$ cat src/rtl/pipe_stage_buffer_pkg.sv
// Shared constants and sizing helpers for the generic elastic pipeline-stage buffer.
// The IF/ID stage uses NOP_INSTR as its bubble payload. All other stages use all-zeros.
package pipe_stage_buffer_pkg;

    localparam logic [31:0] NOP_INSTR = 32'h0000_0013;  // addi x0,x0,0

    // A pointer needs at least one bit, even when DEPTH=1.
    function automatic int ptrWidth(input int depth);
        return (depth > 1) ? $clog2(depth) : 1;
    endfunction

    function automatic int cntWidth(input int depth);
        return $clog2(depth + 1);
    endfunction

endpackage

$ cat src/rtl/pipe_stage_buffer.sv
// Elastic pipeline-stage register: a DEPTH-entry circular FIFO with a valid/ready handshake,
// stall, synchronous flush and bubble injection. The output is registered; there is no pass-through.
module pipe_stage_buffer
    import pipe_stage_buffer_pkg::*;
#(
    parameter int               WIDTH        = 32,
    parameter int               DEPTH        = 2,
    parameter logic [WIDTH-1:0] BUBBLE_VALUE = '0
) (
    input  logic                         clk,
    input  logic                         rst,
    input  logic                         flush,
    input  logic                         stall,
    input  logic                         in_valid,
    output logic                         in_ready,
    input  logic [WIDTH-1:0]             in_data,
    output logic                         out_valid,
    input  logic                         out_ready,
    output logic [WIDTH-1:0]             out_data,
    output logic [$clog2(DEPTH+1)-1:0]   count
);

    localparam int PTR_W = ptrWidth(DEPTH);
    localparam int CNT_W = cntWidth(DEPTH);

    typedef logic [PTR_W-1:0] ptr_t;

    localparam ptr_t LAST_PTR = ptr_t'(DEPTH - 1);

    logic [WIDTH-1:0] mem [DEPTH];
    ptr_t             wrPtr;
    ptr_t             rdPtr;
    logic             push;
    logic             pop;

    // Wrap explicitly, because DEPTH need not be a power of two.
    function automatic ptr_t nextPtr(input ptr_t p);
        return (p == LAST_PTR) ? '0 : p + ptr_t'(1);
    endfunction

    // in_ready looks only at occupancy and the downstream side, never at in_valid.
    // A full stage still accepts an entry when its head leaves in the same cycle.
    always_comb begin
        in_ready  = (count < CNT_W'(DEPTH)) | (out_ready & ~stall);
        out_valid = (count != '0);
        out_data  = out_valid ? mem[rdPtr] : BUBBLE_VALUE;
        push      = in_valid & in_ready & ~flush;
        pop       = out_valid & out_ready & ~stall & ~flush;
    end

    // NOTE: sequential state uses non-blocking assignments so that every register
    // samples the pre-edge values, whatever order the statements appear in.
    always_ff @(posedge clk or posedge rst) begin
        if (rst) begin
            wrPtr <= '0;
            rdPtr <= '0;
            count <= '0;
        end else if (flush) begin
            wrPtr <= '0;
            rdPtr <= '0;
            count <= '0;
        end else begin
            if (push) wrPtr <= nextPtr(wrPtr);
            if (pop)  rdPtr <= nextPtr(rdPtr);
            case ({push, pop})
                2'b10:   count <= count + CNT_W'(1);
                2'b01:   count <= count - CNT_W'(1);
                default: count <= count;
            endcase
        end
    end

    // NOTE: the storage array has no reset. A slot is only ever read after it has been
    // written, because count gates out_data, so resetting it would only add fan-out.
    always_ff @(posedge clk) begin
        if (push) mem[wrPtr] <= in_data;
    end

    // Simulation checks: occupancy bound, and upstream holding its payload while back-pressured.
    assert property (@(posedge clk) disable iff (rst) count <= CNT_W'(DEPTH));
    assert property (@(posedge clk) disable iff (rst)
        (in_valid && !in_ready) |=> (!in_valid || $stable(in_data)));

endmodule

$ cat config.mk
export PLATFORM = sky130hd
export DESIGN_NAME = pipe_stage_buffer
export DESIGN_NICKNAME = d
export VERILOG_FILES = /design/src/rtl/pipe_stage_buffer_pkg.sv /design/src/rtl/pipe_stage_buffer.sv
export SDC_FILE = /design/constraint.sdc
export NUM_CORES = 1
export LEC_CHECK = 0
export ABC_AREA = 1
export ABC_CLOCK_PERIOD_IN_PS = 7800
export BUFFER_PORTS_ARGS = -buffer_cell sky130_fd_sc_hd__buf_2
export CORE_MARGIN = 2
export CORE_UTILIZATION = 55
export CTS_CLUSTER_DIAMETER = 60
export CTS_CLUSTER_SIZE = 8
export DETAILED_ROUTE_END_ITERATION = 7
export HOLD_SLACK_MARGIN = 0.05
export PLACE_DENSITY_LB_ADDON = 0.3
export SYNTH_ARGS = -nofsm -noshare
export SYNTH_HDL_FRONTEND = slang
export SYNTH_SLANG_ARGS = --single-unit
$ cat constraint.sdc
create_clock -name clk -period 7.8 [get_ports clk]
set_input_delay 0.78 -clock clk [delete_from_list [all_inputs] [get_ports clk]]
set_output_delay 0.78 -clock clk [all_outputs]
set_load 0.005 [all_outputs]
==> reports/qor.csv, run 1 <==
stage,metric,value,unit
power,total power,824.9,uW
sta,Max Clock Skew,9.281,ps
cts,CTS sink cnt,68,
final_layout,diode count,0,
final_layout,layout cells sized above 1,34.58,%
synthesis,fraction of the yosys area taken by sequential cells,75.27,%
final_layout,final core utilization,68.95,%
critical_path,worst path cell trace,"clkinv_1, nand2_1, a21oi_1, buf_2",
critical_path,FF-to-FF End,rdPtr$_DFFE_PP0P_,
critical_path,Crit path required time,7020,ps
critical_path,worst-path fanout max,34,
cts,CTS tree,done,
route,DRC viols,0,
synthesis,"flops & latches, synth",68,
route,router iterations before antenna repair,4,
floorplan,Die Y,73.89,um
place,post-DP HPWL,2.995,mm
final_layout,nets,329,
place,Port Buf Inserts,73,
final_layout,Filler cells,342,
cts,Clock Root Buffer,clkbuf_8,
route,Via density,5.025,
route,Final ANT Viol Nets,0,
global_route,global route total overflow,0,
cts,H-tree levels,3,
synthesis,syn_nets,253,
final_layout,"most common cell after layout, fill and taps aside",buf_2,
floorplan,# rows,25,
route,DRT Wirelength,4.791,mm
cts,post-CTS setup repair buffer count,0,
critical_path,worst reg2reg startpoint,rdPtr$_DFFE_PP0P_,
synthesis,Synth Cell Area,2686,sq um
sta,Fin Setup TNS,0,ps
sta,period utilisation layout,49.88,%
global_route,first-pass GRT wire length,7.176,mm
synthesis,share of the synthesized area in the top cell type,71.54,%
global_route,pin count of the biggest net entering global routing,35,
critical_path,CP Capture Type,output port,
critical_path,CP startpoint kind,flop,
synthesis,Area contributors post-synth,"edfxtp_1 72%, nand2_1 10%, a21oi_1 6.1%",
sta,Setup WS post-layout,3909,ps
power,VDD IR max,0.0001335,V
synthesis,leading area contributor after synthesis,edfxtp_1,
sta,min Tclk post-route,3891,ps
critical_path,worst reg-to-reg setup slack,4990,ps
route,routed len/inst,13.23,um
route,vias,1819,
hold_path,worst hold path class,in -> async,
cts,clock-pin transition on the worst setup and hold timing paths,70,ps
power,PwrDens,253.3,nW/um^2
sta,fmax,0.2570,GHz
job,maximum capacitance violations,0,
sta,final setup violation count,0,
global_route,initial antenna violation count,0,
critical_path,CP top delay family,buffers and inverters,
place,GPL Wtd Cong,0.7353,
floorplan,# IOs,74,
critical_path,WP data arrival,3110,ps
global_route,GRT Util Overall,18.50,%
synthesis,synth warn,0,
power,Leak,0.001369,uW
floorplan,Initial Util,56.87,%
critical_path,reg2reg path depth,3,
synthesis,cell count after synthesis,215,
sta,final hold vios,0,
floorplan,Die W,73.89,um
global_route,vias in the first global route,1678,
outcome,outcome,"complete, no violations",
cts,insertion delay to the later sink of the worst-skew pair,330,ps
sta,slew margin rel.,29.62,%
synthesis,unique cell type count in the Yosys netlist,16,
sta,RSZ-0062 raised after global routing,false,
critical_path,CP bufs+invs,2,
floorplan,core area,4723,sq um
place,Place WS,4157,ps
critical_path,Crit Path Class,reg -> out,
sta,max-slew violations,0,
cts,quantity of hold-fixing buffers added after cts,0,
floorplan,DIE AREA,5459,sq um
final_layout,"commonest cells after routing, fill and taps aside","73 x buf_2, 72 x nand2_1, 64 x edfxtp_1, 33 x a21oi_1, 9 x clkbuf_8",
critical_path,"Max stage delay cell, worst path",clkinv_1,
cts,clock buffer depth,2,
critical_path,CP max stage delay,1130,ps
synthesis,Post-Synthesis Mean Instance Area,12.49,sq um
cts,CTS Buf Count,9,
sta,Slew @ Worst Pin,1056,ps
route,initial DRC count,159,
final_layout,Area Growth Syn to Fin,21.24,%
cts,post-CTS resize count,0,
## area by class of cell
type | count | area, sq um | share of cell area, %
Clock buffer | 11 | 131.4 | 4.034
Clock inverter | 4 | 17.52 | 0.5378
Inverter | 12 | 45.04 | 1.383
Multi-Input combinational cell | 125 | 576.8 | 17.71
Sequential cell | 68 | 2022 | 62.08
Tap cell | 67 | 83.83 | 2.574
Timing Repair Buffer | 75 | 380.4 | 11.68
## worst max-delay path by stage
stage	start	slack, ps	to	cells after the start
final	rdPtr$_DFFE_PP0P_	3910	out_data[14]	4
after global routing	rdPtr$_DFFE_PP0P_	3620	out_data[24]	4
after global placement	rdPtr$_DFFE_PP0P_	4250	out_data[23]	4
after detailed placement	rdPtr$_DFFE_PP0P_	4160	out_data[14]	4
after floorplan	stall	4130	mem[1][0]$_DFFE_PP_	5
after CTS	rdPtr$_DFFE_PP0P_	3790	out_data[14]	4
## cells in the mapped netlist
cell type	number
edfxtp_1	64
dfrtp_1	4
inv_2	4
nand2_4	3
nor3_1	1
nor2_4	2
nand3_1	4
nor2_1	2
a21oi_1	33
buf_2	8
inv_1	7
clkinv_1	1
clkbuf_1	2
o21ai_0	2
nand2_1	72
nand2_2	6
## kinds of logic after synthesis
family,Yosys count,synth area share (%)
compound gates,35,6.521
buf+inv,22,3.447
flops,68,75.27
simple gates,90,14.76
## worst reg2reg max path: stages, from the launching register on
cell	delay, ps
dfrtp_1	1040
clkinv_1	1130
o21ai_0	420
a21oi_1	70
## power breakdown
part | internal, uW | switching (uW) | leakage (uW)
Clock | 110 | 113 | 0.0000780
Combinational | 63.2 | 98.5 | 0.000653
Sequential | 426 | 13.6 | 0.000638
## metrics by stage
stage	instance area, sq um	hold WS (ps)	std cells
finish	3257	330.3	362
floorplan	2686	516.1	215
detailed placement	3108	537.3	347
CTS	3257	319.6	362
global placement	3108	523.6	347
global route	3257	355.0	362
## sequential cells by signal (all words and copies together) (netlist names)
register / cells
rdPtr: 1
mem: 64
count: 2
wrPtr: 1
## routing by layer
layer | share of wire, % | global-route usage (%) | up-vias
met4 | 1.9 | 10.30 | 0
met2 | 52 | 31.25 | 60
met1 | 42 | 21.74 | 861
met3 | 4.3 | 4.252 | 10
met5 | 0 | 0 | -
li1 | - | - | 888
Power figures use the tool's default switching activity.
==> run 2, diff against run 1 <==
Settings changed: ABC_CLOCK_PERIOD_IN_PS 7800 to 3700, CORE_UTILIZATION 55 to 51.
Clock period 7.8 ns to 3.7 ns, I/O delays scaled along.
==> run 2 against run 1 <==
Effect of this change:
- global-route usage is 0.44 points lower
- clock power grew 120%
- core utilization shrank 4.5 points
- via count fell by 0.71%
- wire length is 1.0% higher
- critical path type unchanged
- combinational power up 120%
- critical endpoint unchanged
==> reports/qor.csv, run 2 (synthesized netlist as in run 1, its figures left out) <==
stage,metric,value,unit,change
outcome,outcome,"complete, no violations",,
final_layout,Multi-input gate area,576.8,sq um,unchanged
sta,RSZ-0062 raised after global routing,false,,
route,vias,1806,,-0.71%
global_route,pin count of the biggest net entering global routing,35,,unchanged
cts,quantity of hold-fixing buffers added after cts,1,,+1
cts,CTS Buf Count,9,,unchanged
route,Via density,4.908,,-2.3%
global_route,GRT Util Overall,18.06,%,-0.44 points
cts,clock-pin transition on the worst setup and hold timing paths,70,ps,about the same
job,maximum capacitance violations,0,,unchanged
cts,CTS sink cnt,68,,unchanged
power,Clk pwr share,27.9,%,+0.8 points
cts,CTS tree,done,,
route,Final ANT Viol Nets,0,,unchanged
cts,insertion delay to the later sink of the worst-skew pair,330,ps,about the same
route,initial DRC count,117,,-26%
critical_path,reg2reg path depth,8,,+5
power,switching power total,491.5,uW,+120%
power,register share of total power,51.9,%,-1.4 points
hold_path,worst hold path class,in -> reg,,
sta,final hold vios,0,,unchanged
sta,Slew @ Worst Pin,1055,ps,-0.6860 ps
place,post-DP HPWL,2.984,mm,-0.38%
power,internal power,1271,uW,+110%
final_layout,nets,331,,+0.61%
power,Leak,0.001377,uW,+0.60%
global_route,global route total overflow,0,,unchanged
floorplan,# rows,26,,+4.0%
final_layout,diode count,0,,unchanged
floorplan,core area,5107,sq um,+8.1%
sta,fmax,0.4176,GHz,
power,PwrDens,535.8,nW/um^2,+110%
final_layout,register area,2022,sq um,unchanged
cts,Clock Root Buffer,clkbuf_8,,
place,GPL Wtd Cong,0.8234,,+12%
critical_path,Crit Path Class,reg -> out,,
critical_path,WP data arrival,2020,ps,-1090 ps
route,routed len/inst,13.15,um,-0.64%
floorplan,Initial Util,52.60,%,-4.3 points
sta,period utilisation layout,64.72,%,
sta,Fin Setup TNS,0,ps,unchanged
global_route,vias in the first global route,1761,,+4.9%
power,VDD IR max,0.0003296,V,+150%
critical_path,worst-path fanout max,34,,unchanged
floorplan,# IOs,74,,unchanged
place,Port Buf Inserts,73,,unchanged
cts,post-CTS resize count,0,,unchanged
floorplan,DIE AREA,5864,sq um,+7.4%
critical_path,FF-to-FF End,count[1]$_DFFE_PP0P_,,
sta,max-slew violations,0,,unchanged
critical_path,Crit path required time,3330,ps,-3690 ps
final_layout,Area Growth Syn to Fin,22.45,%,
power,switch share,27.89,%,+0.55 points
final_layout,"commonest cells after routing, fill and taps aside","73 x buf_2, 72 x nand2_1, 64 x edfxtp_1, 33 x a21oi_1, 9 x clkbuf_8",,
route,router iterations before antenna repair,5,,+1
final_layout,Largest Register,mem,,
sta,slew margin rel.,29.58,%,-0.032 points
cts,post-CTS setup repair buffer count,0,,unchanged
critical_path,CP Capture Type,output port,,
critical_path,Setup crit end,out_data[14],,
sta,min Tclk post-route,2395,ps,
cts,H-tree levels,3,,unchanged
final_layout,Filler cells,407,,+19%
critical_path,worst reg-to-reg setup slack,1900,ps,-3090 ps
power,Comb pwr share,20.2,%,+0.6 points
floorplan,Die W,76.58,um,+3.6%
global_route,initial antenna violation count,0,,unchanged
sta,final setup violation count,0,,unchanged
route,DRC viols,0,,unchanged
cts,clock buffer depth,2,,unchanged
final_layout,biggest registers after layout,"mem (64), count (2)",,
global_route,first-pass GRT wire length,7.907,mm,+10%
final_layout,final core utilization,64.40,%,-4.5 points
route,DRT Wirelength,4.839,mm,+1.0%
final_layout,layout cells sized above 1,35.23,%,+0.66 points
floorplan,Die Y,76.58,um,+3.6%
critical_path,CP startpoint kind,flop,,
critical_path,worst reg2reg startpoint,count[1]$_DFFE_PP0P_,,
final_layout,number of flip-flops in the largest register,64,,unchanged
final_layout,"most common cell after layout, fill and taps aside",buf_2,,
critical_path,Setup crit start,rdPtr$_DFFE_PP0P_,,
sta,Max Clock Skew,2.699,ps,-6.583 ps
[run 2: cell types whose count changed in the layout (fill, tap and decap cells not counted), sizes merged]
cell,change
clkinvlp,+2
buf,+1
clkinv,-1
dlygate4sd3,+1
[run 2: cell type report]
type / count / share of cell area, %
flip-flops and latches: 68 / 61.47
multi-input cells: 125 / 17.54
clock buffers: 11 / 3.994
inverters: 12 / 1.369
clock inverters: 5 / 0.8749
well taps: 70 / 2.663
repair buffers: 77 / 12.10
[run 2: routing by layer]
layer / vias up / track usage [%] / part of all wire [%]
met5: - / 0 / 0
met4: 0 / 10.55 / 1.9
met3: 9 / 5.687 / 6.6
met2: 64 / 29.38 / 49
met1: 837 / 21.13 / 43
li1: 896 / - / -
[run 2: per-stage QoR]
stage | power, uW | std cells | hold slack [ps] | setup WS (ps) | area, sq um
after floorplan | 1131 | 215 | 136.1 | 419.8 | 2686
after global placement | 1283 | 351 | 259.3 | 1670 | 3119
after detailed placement | 1290 | 351 | 265.3 | 1638 | 3119
after CTS | 1778 | 368 | 210.6 | 1274 | 3289
after global routing | 1855 | 368 | 206.7 | 1096 | 3289
final | 1762 | 368 | 224.2 | 1305 | 3289
[run 2: how the worst min path moves through the flow]
| stage | startpoint | to | slack (ps) | cells past startpoint |
|---|---|---|---|---|
| finish | in_data[12] | mem[1][12]$_DFFE_PP_ | 220 | 1 |
| global route | in_data[31] | mem[0][31]$_DFFE_PP_ | 210 | 1 |
| CTS | in_data[2] | mem[1][2]$_DFFE_PP_ | 210 | 1 |
| detailed placement | rst | count[1]$_DFFE_PP0P_ | 270 | 2 |
| global placement | rst | count[1]$_DFFE_PP0P_ | 260 | 2 |
| floorplan | rst | count[0]$_DFFE_PP0P_ | 140 | 1 |
[run 2: power groups by stage]
stage	sequential, uW	combinational (uW)	clock, uW
finish	914	356	492
global route	919	403	533
CTS	914	362	502
detailed placement	930	360	0
global placement	929	354	0
floorplan	930	201	0
[run 2: critical path, cell delays in order, from the launching register on]
cell and delay (ps):
dfrtp_1 350, clkinv_1 780, nand2_1 280, a21oi_1 110, buf_2 190
==> run 3, diff against run 2 <==
Settings changed: ABC_AREA 1 to 0, ABC_CLOCK_PERIOD_IN_PS 3700 to 2300.
Clock period 3.7 ns to 2.3 ns, I/O delays scaled along.
==> run 3 against run 2 <==
Effect of this change:
- clock power up 79%
- design area up 0.65%
- final cell count down 13%
- sequential share of layout area down 0.36 points
- clock-buffer cell count down 2
- synthesized area down 0.51%
- wire length down 9.9%
- first-iteration DRC count down 30%
- flip-flop and latch count unchanged
- clock skew up 3.8 ps
- register-to-register slack worse by 1300 ps
- largest power group unchanged
==> reports/qor.csv, run 3 <==
stage,metric,value,unit,change
critical_path,worst path cell trace,"mux2i_1, nor2_1, buf_2",,
cts,CTS sink cnt,68,,unchanged
critical_path,reg2reg path depth,3,,-5
floorplan,core area,5075,sq um,-0.64%
floorplan,Initial Util,52.66,%,+0.066 points
synthesis,Post-Synthesis Mean Instance Area,16.20,sq um,+30%
hold_path,worst hold path class,in -> reg,,
sta,min Tclk post-route,2065,ps,
critical_path,Crit Path Class,reg -> out,,
synthesis,Synth Cell Area,2673,sq um,-0.51%
sta,period utilisation layout,89.80,%,
route,DRT Wirelength,4.361,mm,-9.9%
cts,clock-pin transition on the worst setup and hold timing paths,70,ps,about the same
route,routed len/inst,13.67,um,+4.0%
final_layout,Largest Register,mem,,
critical_path,CP max stage delay,990,ps,+210 ps
power,switching power total,557.6,uW,+13%
power,register share of total power,56.2,%,+4.3 points
final_layout,biggest registers after layout,"mem (64), count (2)",,
route,router iterations before antenna repair,4,,-1
power,total power,2571,uW,+46%
floorplan,DIE AREA,5835,sq um,-0.48%
final_layout,"commonest cells after routing, fill and taps aside","73 x buf_2, 64 x edfxtp_1, 33 x nor2_1, 32 x mux2i_1, 9 x clkbuf_8",,
cts,post-CTS setup repair buffer count,0,,unchanged
synthesis,cell with the most instances after synthesis,edfxtp_1,,
cts,post-CTS resize count,0,,unchanged
final_layout,"most common cell after layout, fill and taps aside",buf_2,,
synthesis,Synth Flop Type,edfxtp_1,,
final_layout,layout cells sized above 1,38.55,%,+3.3 points
sta,hold slack,91.41,ps,-132.7 ps
final_layout,nets,283,,-15%
route,Via density,4.859,,-0.99%
outcome,outcome,"complete, no violations",,
power,Comb pwr share,9.4,%,-11 points
sta,final setup violation count,0,,unchanged
sta,max-slew violations,0,,unchanged
floorplan,# rows,26,,unchanged
synthesis,Post-synth EDFFs,64,,unchanged
synthesis,cell count after synthesis,165,,-23%
global_route,global route total overflow,0,,unchanged
sta,fmax,0.4842,GHz,
critical_path,CP Capture Type,output port,,
critical_path,Crit path required time,2070,ps,-1260 ps
cts,clock buffer depth,2,,unchanged
cts,insertion delay to the later sink of the worst-skew pair,330,ps,about the same
power,Clk pwr share,34.4,%,+6.5 points
job,maximum capacitance violations,0,,unchanged
sta,slew margin rel.,36.62,%,+7.0 points
power,VDD IR max,0.0004754,V,+44%
place,GPL Wtd Cong,0.7649,,-7.1%
synthesis,syn_nets,203,,-20%
synthesis,"flops & latches, synth",68,,unchanged
cts,Clock Root Buffer,clkbuf_8,,
synthesis,synth warn,0,,unchanged
power,Leak,0.001280,uW,-7.1%
global_route,vias in the first global route,1561,,-11%
route,Final ANT Viol Nets,0,,unchanged
synthesis,fraction of the yosys area taken by sequential cells,75.66,%,+0.39 points
synthesis,Post-synth top cells,"64 x edfxtp_1, 34 x nor2_1, 32 x mux2i_1, 4 x buf_2, 4 x dfrtp_1",,
power,PwrDens,776.5,nW/um^2,+45%
cts,CTS tree,done,,
route,initial DRC count,82,,-30%
place,post-DP HPWL,2.801,mm,-6.1%
sta,RSZ-0062 raised after global routing,false,,
place,Port Buf Inserts,73,,unchanged
floorplan,# IOs,74,,unchanged
synthesis,async set-reset flop share out of synthesis,5.882,%,unchanged
place,# placed instances,303,,-14%
critical_path,worst-path fanout max,34,,unchanged
final_layout,final core utilization,65.24,%,+0.83 points
route,DRC viols,0,,unchanged
final_layout,fin cells,319,,-13%
synthesis,share of the synthesized area in the top cell type,71.91,%,+0.37 points
cts,CTS Buf Count,9,,unchanged
route,vias,1550,,-14%
sta,Slew @ Worst Pin,950.7,ps,-104.4 ps
power,switch share,21.69,%,-6.2 points
power,internal power,2013,uW,+58%
sta,Fin Setup TNS,0,ps,unchanged
synthesis,unique cell type count in the Yosys netlist,25,,+9
cts,H-tree levels,3,,unchanged
critical_path,CP startpoint kind,flop,,
final_layout,number of flip-flops in the largest register,64,,unchanged
synthesis,Area contributors post-synth,"edfxtp_1 72%, mux2i_1 12%, nor2_1 4.8%",,
critical_path,WP data arrival,1840,ps,-180 ps
sta,final hold vios,0,,unchanged
synthesis,leading area contributor after synthesis,edfxtp_1,,
cts,quantity of hold-fixing buffers added after cts,1,,unchanged
global_route,pin count of the biggest net entering global routing,36,,+2.9%
floorplan,Die Y,76.39,um,-0.24%
global_route,first-pass GRT wire length,7.031,mm,-11%
global_route,GRT Util Overall,16.21,%,-1.8 points
global_route,initial antenna violation count,0,,unchanged
critical_path,"Max stage delay cell, worst path",dfrtp_2,,
floorplan,Die W,76.39,um,-0.24%
hold_path,Hold Path Depth,1,,unchanged
final_layout,diode count,0,,unchanged
final_layout,Area Growth Syn to Fin,23.88,%,
sta,Max Clock Skew,6.505,ps,+3.807 ps
[run 3: cell types whose count changed after synthesis, moves of 2 or more]
cell	before	now
nand2_1	72	1
mux2i_1	0	32
nor2_1	2	34
a21oi_1	33	2
nand2_2	6	0
buf_2	8	4
inv_1	7	3
inv_2	4	0
buf_4	0	3
nand2_4	3	0
nand3_1	4	1
clkbuf_1	2	0
nor2_4	2	0
[run 3: cells by family (layout without fill, tap and decap cells)]
group	after synthesis	count (layout)	share of synthesized area, %
compound gates	9	9	2.013
buf+inv	11	95	2.434
simple gates	44	44	7.350
flops	68	68	75.66
mux	33	33	12.55
[run 3: per-stage QoR]
step | cell area (sq um) | worst slack [ps]
floorplan | 2695 | 283.6
global placement | 3120 | 562.8
detailed placement | 3120 | 558.6
CTS | 3311 | 207.5
global route | 3311 | 73.73
finish | 3311 | 234.5
[run 3: worst max-delay path, delay by kind of cell (launching register included)]
kind	cells	cell delay [ps]
muxes	1	310
and+or+nand+nor	1	60
DFF	1	990
buffers and inverters	1	140
[run 3: worst paths after layout]
| check | startpoint | to | slack [ps] |
|---|---|---|---|
| max | rdPtr$_DFFE_PP0P_ | out_data[15] | 230 |
| min | in_data[18] | mem[0][18]$_DFFE_PP_ | 90 |
| max reg2reg | count[1]$_DFFE_PP0P_ | mem[1][2]$_DFFE_PP_ | 650 |
| min reg2reg | count[0]$_DFFE_PP0P_ | count[1]$_DFFE_PP0P_ | 660 |
| max in group asynchronous | rst | rdPtr$_DFFE_PP0P_ | 1790 |
| min in group asynchronous | rst | count[1]$_DFFE_PP0P_ | 330 |
[run 3: layout make-up]
class                           instances  area (sq um)
Clock inverter                          6         56.30
Fill cell                             378          1764
Sequential cell                        68          2023
Timing Repair Buffer                   77         397.9
Clock buffer                            9         123.9
Multi-Input combinational cell         86         610.6
Inverter                                3         11.26
Tap cell                               70         87.58
[run 3: metal layers]
metal | routed length (um) | part of all wire (%) | up-vias | global-route usage, %
li1 | - | - | 765 | -
met1 | 1846 | 42 | 733 | 19.17
met2 | 2230 | 51 | 48 | 26.19
met3 | 233 | 5.3 | 4 | 5.806
met4 | 51 | 1.2 | 0 | 8.364
met5 | 0 | 0 | - | 0
[run 3: power groups by stage]
| stage | registers, uW | clock network, uW | logic (uW) |
|---|---|---|---|
| finish | 1450 | 883 | 242 |
| global route | 1450 | 972 | 271 |
| CTS | 1450 | 909 | 247 |
| detailed placement | 1470 | 0 | 245 |
| global placement | 1470 | 0 | 241 |
| floorplan | 1450 | 0 | 143 |
